## config.mk

```make
export PLATFORM = sky130hd
export DESIGN_NAME = iterative_carryless_multiplier_flat
export DESIGN_NICKNAME = d
export VERILOG_FILES = /design/src/rtl/iterative_carryless_multiplier_if.sv /design/src/rtl/iterative_carryless_multiplier.sv /design/src/flat_wrapper.sv
export SDC_FILE = /design/constraint.sdc
export NUM_CORES = 1
export LEC_CHECK = 0
export ABC_AREA = 1
export ABC_CLOCK_PERIOD_IN_PS = 1800
export BUFFER_PORTS_ARGS = -buffer_cell sky130_fd_sc_hd__buf_2
export CAP_MARGIN = 20
export CORE_UTILIZATION = 35
export CTS_CLUSTER_DIAMETER = 40
export DETAILED_ROUTE_END_ITERATION = 8
export GPL_TIMING_DRIVEN = 0
export PLACE_DENSITY = 0.55
export SKIP_CTS_REPAIR_TIMING = 1
export SLEW_MARGIN = 20
export SYNTH_ARGS = -nofsm -noshare
export SYNTH_HDL_FRONTEND = slang
export SYNTH_SLANG_ARGS = --single-unit
```

## constraint.sdc

```tcl
create_clock -name clk_i -period 1.8 [get_ports clk_i]
set_input_delay 0.09 -clock clk_i [delete_from_list [all_inputs] [get_ports clk_i]]
set_output_delay 0.09 -clock clk_i [all_outputs]
set_load 0.005 [all_outputs]
```

## src/rtl/iterative_carryless_multiplier_if.sv

```systemverilog
// Request/response bundle for the iterative carry-less multiplier.
// The master issues operands and mode; the slave returns ready, result and a valid pulse.
interface iterative_carryless_multiplier_if #(
   parameter int DATA_WIDTH = 32
);
   logic [DATA_WIDTH-1:0] operand_A_i;
   logic [DATA_WIDTH-1:0] operand_B_i;
   logic [1:0]            mode_i;
   logic                  data_valid_i;
   logic                  ready_o;
   logic [DATA_WIDTH-1:0] result_o;
   logic                  data_valid_o;

   modport master (
      output operand_A_i,
      output operand_B_i,
      output mode_i,
      output data_valid_i,
      input  ready_o,
      input  result_o,
      input  data_valid_o
   );

   modport slave (
      input  operand_A_i,
      input  operand_B_i,
      input  mode_i,
      input  data_valid_i,
      output ready_o,
      output result_o,
      output data_valid_o
   );
endinterface

```

## src/rtl/iterative_carryless_multiplier.sv

```systemverilog
// Sequential GF(2) polynomial multiplier (clmul / clmulh / clmulr).
// Consumes BITS_PER_CYCLE multiplier bits per cycle; fixed latency of W/K + 2 cycles.
module iterative_carryless_multiplier #(
   parameter int DATA_WIDTH     = 32,
   parameter int BITS_PER_CYCLE = 4
) (
   input logic                            clk_i,
   input logic                            rst_i,
   iterative_carryless_multiplier_if.slave bus
);
   localparam int W     = DATA_WIDTH;
   localparam int K     = BITS_PER_CYCLE;
   localparam int N     = W / K;
   localparam int CNT_W = $clog2(N) + 1;
   localparam logic [CNT_W-1:0] LAST_CNT = CNT_W'(N - 1);

   generate
      if (DATA_WIDTH < 2) begin : g_bad_width
         $error("DATA_WIDTH must be at least 2");
      end
      if (DATA_WIDTH % BITS_PER_CYCLE != 0) begin : g_bad_k
         $error("DATA_WIDTH must be a multiple of BITS_PER_CYCLE");
      end
   endgenerate

   typedef enum logic [1:0] {
      IDLE,
      COMPUTE,
      DONE
   } state_t;

   state_t             state;
   logic [2*W-1:0]     acc;
   logic [2*W-1:0]     a_sh;
   logic [2*W-1:0]     partial;
   logic [W-1:0]       b_reg;
   logic [W-1:0]       sel;
   logic [1:0]         mode_r;
   logic [CNT_W-1:0]   cnt;

   // XOR of this cycle's K shifted multiplicand copies selected by the low multiplier bits.
   // a_sh already carries the cnt*K offset, so only the per-bit shift j remains here.
   always_comb begin
      partial = '0;
      for (int unsigned j = 0; j < K; j++) begin
         if (b_reg[j]) partial = partial ^ (a_sh << j);
      end
   end

   // Mode-selected window of the full product; reserved mode falls back to low half.
   always_comb begin
      case (mode_r)
         2'b01:   sel = acc[2*W-1:W];
         2'b10:   sel = acc[2*W-2:W-1];
         default: sel = acc[W-1:0];
      endcase
   end

   // Control FSM with registered ready/valid/result outputs.
   always_ff @(posedge clk_i) begin
      if (rst_i) begin
         state            <= IDLE;
         bus.ready_o      <= 1'b1;
         bus.data_valid_o <= 1'b0;
         bus.result_o     <= '0;
         acc              <= '0;
         a_sh             <= '0;
         b_reg            <= '0;
         mode_r           <= '0;
         cnt              <= '0;
      end else begin
         case (state)
            IDLE: begin
               bus.data_valid_o <= 1'b0;
               if (bus.data_valid_i) begin
                  a_sh        <= {{W{1'b0}}, bus.operand_A_i};
                  b_reg       <= bus.operand_B_i;
                  mode_r      <= bus.mode_i;
                  acc         <= '0;
                  cnt         <= '0;
                  bus.ready_o <= 1'b0;
                  state       <= COMPUTE;
               end
            end
            COMPUTE: begin
               acc   <= acc ^ partial;
               a_sh  <= a_sh << K;
               b_reg <= b_reg >> K;
               cnt   <= cnt + 1'b1;
               if (cnt == LAST_CNT) state <= DONE;
            end
            DONE: begin
               bus.result_o     <= sel;
               bus.data_valid_o <= 1'b1;
               bus.ready_o      <= 1'b1;
               state            <= IDLE;
            end
            default: begin
               bus.ready_o      <= 1'b1;
               bus.data_valid_o <= 1'b0;
               state            <= IDLE;
            end
         endcase
      end
   end
endmodule

```

## src/flat_wrapper.sv

```systemverilog
// flat-port wrapper written by rule: the top's interface ports become plain ports
module iterative_carryless_multiplier_flat 
#(
   parameter int DATA_WIDTH     = 32,
   parameter int BITS_PER_CYCLE = 4
)
  (clk_i, rst_i, bus_operand_A_i, bus_operand_B_i, bus_mode_i, bus_data_valid_i, bus_ready_o, bus_result_o, bus_data_valid_o);
  iterative_carryless_multiplier_if #(.DATA_WIDTH(DATA_WIDTH)) bus_i ();
  input logic clk_i;
  input logic rst_i;
  input wire logic [$bits(bus_i.operand_A_i)-1:0] bus_operand_A_i;
  input wire logic [$bits(bus_i.operand_B_i)-1:0] bus_operand_B_i;
  input wire logic [$bits(bus_i.mode_i)-1:0] bus_mode_i;
  input wire logic [$bits(bus_i.data_valid_i)-1:0] bus_data_valid_i;
  output wire logic [$bits(bus_i.ready_o)-1:0] bus_ready_o;
  output wire logic [$bits(bus_i.result_o)-1:0] bus_result_o;
  output wire logic [$bits(bus_i.data_valid_o)-1:0] bus_data_valid_o;
  assign bus_i.operand_A_i = bus_operand_A_i;
  assign bus_i.operand_B_i = bus_operand_B_i;
  assign bus_i.mode_i = bus_mode_i;
  assign bus_i.data_valid_i = bus_data_valid_i;
  assign bus_ready_o = bus_i.ready_o;
  assign bus_result_o = bus_i.result_o;
  assign bus_data_valid_o = bus_i.data_valid_o;
  iterative_carryless_multiplier #(.DATA_WIDTH(DATA_WIDTH), .BITS_PER_CYCLE(BITS_PER_CYCLE)) u_core (.clk_i(clk_i), .rst_i(rst_i), .bus(bus_i));
endmodule
```

==> insert_results.sql, run 1 <==
INSERT INTO impl_metrics (metric_group, metric, value, unit) VALUES
('final_layout', 'final_stage_net_count', '2899', ''),
('timing', 'fmaxAchievable', '0.576', 'GHz'),
('grt', 'grt_max_degree', '12', ''),
('timing', 'hold_vio_cnt_final', '0', ''),
('detailed_routing', 'drc', '0', ''),
('flow_run', 'drv.max_cap_violation_count', '0', ''),
('timing', 'portion_of_the_clock_cycle_consumed_by_the_worst_path_in_the_final_layout', '0.964', ''),
('timing', 'finalWorstSetupSlack', '65.2', 'ps'),
('clock_network', 'tritoncts', 'yes', ''),
('clock_network', 'h-tree-depth', '2', ''),
('worst_setup_path', 'critPathCaptureType', 'register', ''),
('worst_setup_path', 'worstPathRequired', '2210', 'ps'),
('timing', 'timing.hold.ws', '303', 'ps'),
('timing', 'fin_skew', '17.2', 'ps'),
('detailed_routing', 'drt-total-wl', '50400', 'microns'),
('die', 'fp-row-count', '74', ''),
('logic_synthesis', 'syn-instance-count', '2623', ''),
('placed_design', 'finalWeightedCongestion', '0.875', ''),
('detailed_routing', 'wl_met2', '22900', 'microns'),
('timing', 'final-max-slew-violation-count', '0', ''),
('power', 'design_power_total', '14.0', 'mW'),
('worst_setup_path', 'critPathArrivalTime', '2150', 'ps'),
('logic_synthesis', 'ffs_latches_synth', '202', ''),
('final_layout', 'layout-area-overhead-vs-synth', '21.4', '%'),
('die', 'num_io_pins', '103', ''),
('clock_network', 'ctsRootBufferMaster', 'clkbuf_16', ''),
('detailed_routing', 'wl_met3', '3200', 'microns'),
('detailed_routing', 'topRoutingLayerUsed', 'met4', ''),
('clock_network', 'clkSlewWorstSetupHoldPaths', '60', 'ps'),
('logic_synthesis', 'postSynthAreaPerCell', '5.51', 'sq um'),
('status', 'outcome', 'completed', ''),
('clock_network', 'clock_buffers_created_by_tritoncts', '36', ''),
('placed_design', 'place_ws', '13.9', 'ps'),
('detailed_routing', 'initialDrtViolationCount', '1114', ''),
('final_layout', 'final_layout_size_suffix_gt1_frac', '0.124', ''),
('grt', 'vias_in_the_first_global_route', '14699', ''),
('clock_network', 'numClockSinks', '202', ''),
('final_layout', 'layout.filler_cells', '4314', ''),
('die', 'die_area', '42100', 'sq um'),
('placed_design', 'placed_area', '15600', 'sq um'),
('grt', 'grt_overflow', '0', ''),
('final_layout', 'multiInputGateArea', '8240', 'sq um'),
('die', 'coreArea', '40800', 'sq um'),
('placed_design', 'place_hpwl', '37700', 'microns'),
('logic_synthesis', 'synth_cell_area', '14500', 'sq um'),
('timing', 'timing_worst_slew_pin_value', '810', 'ps'),
('detailed_routing', 'antenna_left', '0', ''),
('worst_setup_path', 'worst-setup-path-type', 'reg2reg', ''),
('logic_synthesis', 'synth_sequential_area_ratio', '0.280', ''),
('die', 'chipWidth', '205', 'microns'),
('power', 'power.density', '799', 'nW/um^2'),
('hold_path', 'worst_min_path_class', 'in2reg', ''),
('die', 'die_y', '205', 'microns'),
('power', 'leakagePower', '9.63', 'nW'),
('final_layout', 'layout.cells.most_common_list', '1418 x nand2_1, 297 x inv_1, 202 x dfxtp_1', ''),
('logic_synthesis', 'synth-warning-count', '0', ''),
('final_layout', 'layout_commonest_cell', 'nand2_1', ''),
('detailed_routing', 'route.layer.met1.wl', '22900', 'microns'),
('final_layout', 'biggest_regs', 'u_core.a_sh (64), u_core.acc (64)', ''),
('detailed_routing', 'via_count_of_the_routed_design', '16666', ''),
('final_layout', 'final_cell_area', '17600', 'sq um'),
('detailed_routing', 'drt_pass1_iterations', '7', ''),
('grt', 'grt_usage', '0.234', ''),
('final_layout', 'layout.core_utilization', '0.430', ''),
('worst_setup_path', 'crit_path_start_kind', 'register', ''),
('final_layout', 'sequential_cell_area', '4040', 'sq um'),
('placed_design', 'port_buffers', '101', ''),
('timing', 'max-slew-margin-rel', '0.460', ''),
('timing', 'min_period', '1730', 'ps'),
('final_layout', 'antenna_cells_inserted', '0', ''),
('logic_synthesis', 'synth.net_count', '2695', ''),
('clock_network', 'worst_skew_pair.late_latency', '540', 'ps'),
('grt', 'grt_antenna_before_repair', '0', ''),
('detailed_routing', 'avgRoutedWirePerCell', '14.9', 'microns'),
('clock_network', 'deepest_clock_path_buffer_count', '3', ''),
('timing', 'grt_setup_unrepaired', 'false', ''),
('power', 'max-vdd-ir-drop', '0.543', 'mV'),
('logic_synthesis', 'synth.distinct_cells', '32', ''),
('die', 'initial_core_util', '0.354', ''),
('grt', 'grt_pass1_wl', '76800', 'microns'),
('detailed_routing', 'vias_per_cell', '4.92', ''),
('worst_setup_path', 'critical_path_peak_fanout', '10', ''),
('timing', 'finalSetupViolCount', '0', '');
==> final timing paths <==
kind | from | to | slack [ps] | depth (start not counted)
setup / recovery | u_core.state[1] | u_core.bus.result_o[21] | 70 | 6
hold / removal | rst_i | u_core.a_sh[34] | 300 | 3
setup reg to reg | u_core.state[1] | u_core.bus.result_o[21] | 70 | 6
hold reg to reg | u_core.b_reg[29] | u_core.b_reg[29] | 470 | 2
==> synthesized netlist by cell type (all sizes together) <==
cell type | number | area (sq um)
nand2 | 1438 | 5500
inv | 378 | 1420
dfxtp | 202 | 4040
a21oi | 113 | 566
nand3 | 99 | 500
buf | 90 | 633
nor2 | 71 | 277
o21ai | 44 | 220
clkbuf | 33 | 124
o22ai | 31 | 194
o221ai | 30 | 263
o32ai | 28 | 245
a31oi | 25 | 156
nand4 | 16 | 100
xnor2 | 16 | 140
ha | 3 | 37.5
a22oi | 2 | 15.0
xor2 | 2 | 17.5
a211oi | 1 | 7.51
nor3 | 1 | 5.00
==> metal layers <==
layer,vias to the layer above,track usage
met1,7619,0.307
li1,8492,-
met5,-,0
met4,0,0.0847
met2,473,0.383
met3,82,0.0385
==> where the power goes <==
group / internal [mW] / total [mW] / leakage, nW / switching, mW
registers: 4.64 / 4.86 / 1.64 / 0.222
logic: 0.678 / 2.06 / 7.39 / 1.38
clock network: 4.60 / 7.09 / 0.605 / 2.49
total: 9.92 / 14.0 / 9.63 / 4.09
==> area by class of cell <==
cell class / count / share of cell area
inverters: 378 / 0.0808
clock buffers: 49 / 0.0587
clock inverters: 15 / 0.0128
repair buffers: 167 / 0.0664
flip-flops and latches: 202 / 0.230
multi-input cells: 1920 / 0.470
well taps: 532 / 0.0379
plain buffers: 122 / 0.0435
==> cell families after synthesis <==
group                      share of synthesized area
AOI/OAI and AO/OA                              0.115
xor gates and xnor gates                      0.0109
buffers and inverters                          0.150
DFF                                            0.280
adders and majority gates                    0.00260
and+or+nand+nor                                0.441
==> metrics by stage <==
stage,setup TNS (ps),std cells
after detailed placement,0,3256
after global routing,0,3385
after CTS,-143,3320
final,0,3385
after floorplan,0,2623
after global placement,0,3256
==> worst max-delay path, cell delays in order (launching register included) <==
cell and delay [ps]:
dfxtp_1 410, inv_2 70, nor2_2 260, inv_2 170, clkbuf_1 290, a21oi_1 290, a21oi_1 100
Note: power is estimated with default switching activity, not from simulation.
==> run 2: changes to the inputs <==
- ABC_CLOCK_PERIOD_IN_PS: 1800 -> 1500
- PLACE_DENSITY: 0.55 -> 0.57
- clock period: 1.8 -> 1.5 ns (I/O delays scaled with it)
==> run 2 against run 1 <==
The run now ends with design-rule violations left. Die area is the same. Final area increased by 7.7%. Wire length increased by 4.1%. Sequential share of layout area is 1.6 points lower. Final cell count up 0.68%. Utilization grew 3.3 points. Hold slack worse by 67 ps. First-iteration DRC count rose by 2.9%. Register-to-register slack worse by 50 ps. Combinational power up 49%. Largest power group unchanged.
==> insert_results.sql, run 2 (synthesis results as in run 1) <==
INSERT INTO impl_metrics (metric_group, metric, value, unit) VALUES
('worst_setup_path', 'worst-setup-path-type', 'reg2reg', ''),
('die', 'fp-row-count', '74', ''),
('die', 'chipWidth', '205', 'microns'),
('placed_design', 'place.detailed.instances', '3256', ''),
('power', 'leakagePower', '10.2', 'nW'),
('timing', 'final-max-slew-violation-count', '0', ''),
('placed_design', 'finalWeightedCongestion', '0.885', ''),
('power', 'design_power_total', '17.2', 'mW'),
('clock_network', 'h-tree-depth', '2', ''),
('final_layout', 'final_layout_size_suffix_gt1_frac', '0.205', ''),
('placed_design', 'port_buffers', '101', ''),
('grt', 'grt_pass1_wl', '76700', 'microns'),
('detailed_routing', 'drc', '1', ''),
('power', 'p_seq_frac', '0.342', ''),
('die', 'coreArea', '40800', 'sq um'),
('clock_network', 'numClockSinks', '202', ''),
('clock_network', 'worst_skew_pair.late_latency', '530', 'ps'),
('placed_design', 'place_ws', '-307', 'ps'),
('power', 'power.density', '911', 'nW/um^2'),
('die', 'initial_core_util', '0.354', ''),
('timing', 'finalSetupViolCount', '0', ''),
('timing', 'totalNegativeSetupSlack', '0', 'ps'),
('clock_network', 'clkSlewWorstSetupHoldPaths', '60', 'ps'),
('worst_setup_path', 'critPathArrivalTime', '1920', 'ps'),
('timing', 'fin_skew', '24.4', 'ps'),
('timing', 'portion_of_the_clock_cycle_consumed_by_the_worst_path_in_the_final_layout', '0.991', ''),
('timing', 'min_period', '1490', 'ps'),
('detailed_routing', 'drt-total-wl', '52500', 'microns'),
('power', 'p_int', '12.1', 'mW'),
('timing', 'hold_vio_cnt_final', '0', ''),
('timing', 'fmaxAchievable', '0.672', 'GHz'),
('grt', 'vias_in_the_first_global_route', '14691', ''),
('detailed_routing', 'via_count_of_the_routed_design', '16880', ''),
('clock_network', 'tritoncts', 'yes', ''),
('power', 'p_switching', '5.08', 'mW'),
('worst_setup_path', 'crit_path_start_kind', 'register', ''),
('detailed_routing', 'antenna_left', '0', ''),
('die', 'die_y', '205', 'microns'),
('detailed_routing', 'avgRoutedWirePerCell', '15.4', 'microns'),
('worst_setup_path', 'critPathCaptureType', 'register', ''),
('die', 'num_io_pins', '103', ''),
('worst_setup_path', 'critical_path_peak_fanout', '10', ''),
('power', 'swShare', '0.295', ''),
('status', 'outcome', 'finished with violations', ''),
('grt', 'grt_overflow', '0', ''),
('status', 'failed_checks', 'design-rule violations', ''),
('grt', 'grt_max_degree', '13', ''),
('flow_run', 'drv.max_cap_violation_count', '0', ''),
('final_layout', 'layout.filler_cells', '4243', ''),
('final_layout', 'layout_commonest_cell', 'nand2_1', ''),
('final_layout', 'final_stage_net_count', '2923', ''),
('final_layout', 'final-instance-count-excl-fill', '3408', ''),
('final_layout', 'antenna_cells_inserted', '0', ''),
('detailed_routing', 'initialDrtViolationCount', '1146', ''),
('clock_network', 'deepest_clock_path_buffer_count', '3', ''),
('placed_design', 'place_hpwl', '37100', 'microns'),
('timing', 'timing.hold.ws', '236', 'ps'),
('timing', 'grt_setup_unrepaired', 'true', ''),
('grt', 'grt_usage', '0.232', ''),
('die', 'die_area', '42100', 'sq um'),
('clock_network', 'clock_buffers_created_by_tritoncts', '34', ''),
('power', 'power.clock.fraction', '0.480', ''),
('final_layout', 'layout.cells.most_common_list', '1285 x nand2_1, 247 x inv_1, 196 x dfxtp_1', ''),
('power', 'combinationalPowerShare', '0.178', ''),
('final_layout', 'biggest_regs', 'u_core.a_sh (64), u_core.acc (64)', ''),
('power', 'max-vdd-ir-drop', '0.754', 'mV'),
('worst_setup_path', 'worstPathRequired', '1940', 'ps'),
('timing', 'timing_worst_slew_pin_value', '764', 'ps'),
('clock_network', 'ctsRootBufferMaster', 'clkbuf_16', ''),
('final_layout', 'layout-area-overhead-vs-synth', '30.7', '%'),
('detailed_routing', 'vias_per_cell', '4.95', ''),
('grt', 'grt_antenna_before_repair', '0', ''),
('timing', 'finalWorstSetupSlack', '12.8', 'ps'),
('detailed_routing', 'drt_pass1_iterations', '8', ''),
('hold_path', 'worst_min_path_class', 'in2reg', ''),
('timing', 'max-slew-margin-rel', '0.491', '');
## run 2: cell count changes in the layout (fill, tap and decap cells not counted), sizes merged
cell and delta:
clkinv -2, inv +3, clkinvlp +1, buf -1
clkbuf +22
## run 2: layer usage
layer	track usage	part of all wire	vias to the layer above
met5	0	0	-
met4	0.0791	0.030	0
met3	0.0379	0.066	100
met2	0.378	0.46	487
met1	0.308	0.45	7762
li1	-	-	8531
## run 2: power groups by stage
| stage | Sequential, mW | Clock (mW) | Combinational (mW) |
|---|---|---|---|
| floorplan | 5.84 | 0 | 1.53 |
| global placement | 5.94 | 0 | 2.26 |
| detailed placement | 5.94 | 0 | 2.30 |
| CTS | 5.83 | 8.37 | 2.31 |
| global route | 5.91 | 8.61 | 3.30 |
| finish | 5.89 | 8.27 | 3.06 |
## run 2: worst paths after layout
check	startpoint	to	slack (ps)	cells after the start
worst max-delay path	u_core.b_reg[0]	u_core.acc[1]	10	9
worst min-delay path	bus_data_valid_i	u_core.cnt[1]	240	6
worst max register to register	u_core.b_reg[0]	u_core.acc[1]	10	9
worst min register to register	u_core.b_reg[30]	u_core.b_reg[30]	470	2
## run 2: layout make-up
type,instances,area (sq um),area share
tap,532,666,0.0352
inverter,378,1430,0.0755
timing repair buffer,194,1690,0.0894
clock buffer,44,982,0.0520
clock inverter,17,216,0.0115
buffer,121,1130,0.0600
multi-input combinational,1920,8730,0.462
sequential,202,4060,0.215
## run 2: stage by stage
stage | area [sq um] | utilization
detailed placement | 15600 | 0.383
global placement | 15600 | 0.383
floorplan | 14500 | -
finish | 18900 | 0.463
CTS | 16800 | 0.412
global route | 18900 | 0.463
## run 2: worst max-delay path: stages (launching register included)
cell	delay (ps)
dfxtp_4	380
buf_12	180
buf_12	150
buf_12	140
nand2_1	70
nor2_1	130
nor2_1	70
nand3_1	70
nand2_1	60
a21oi_1	160
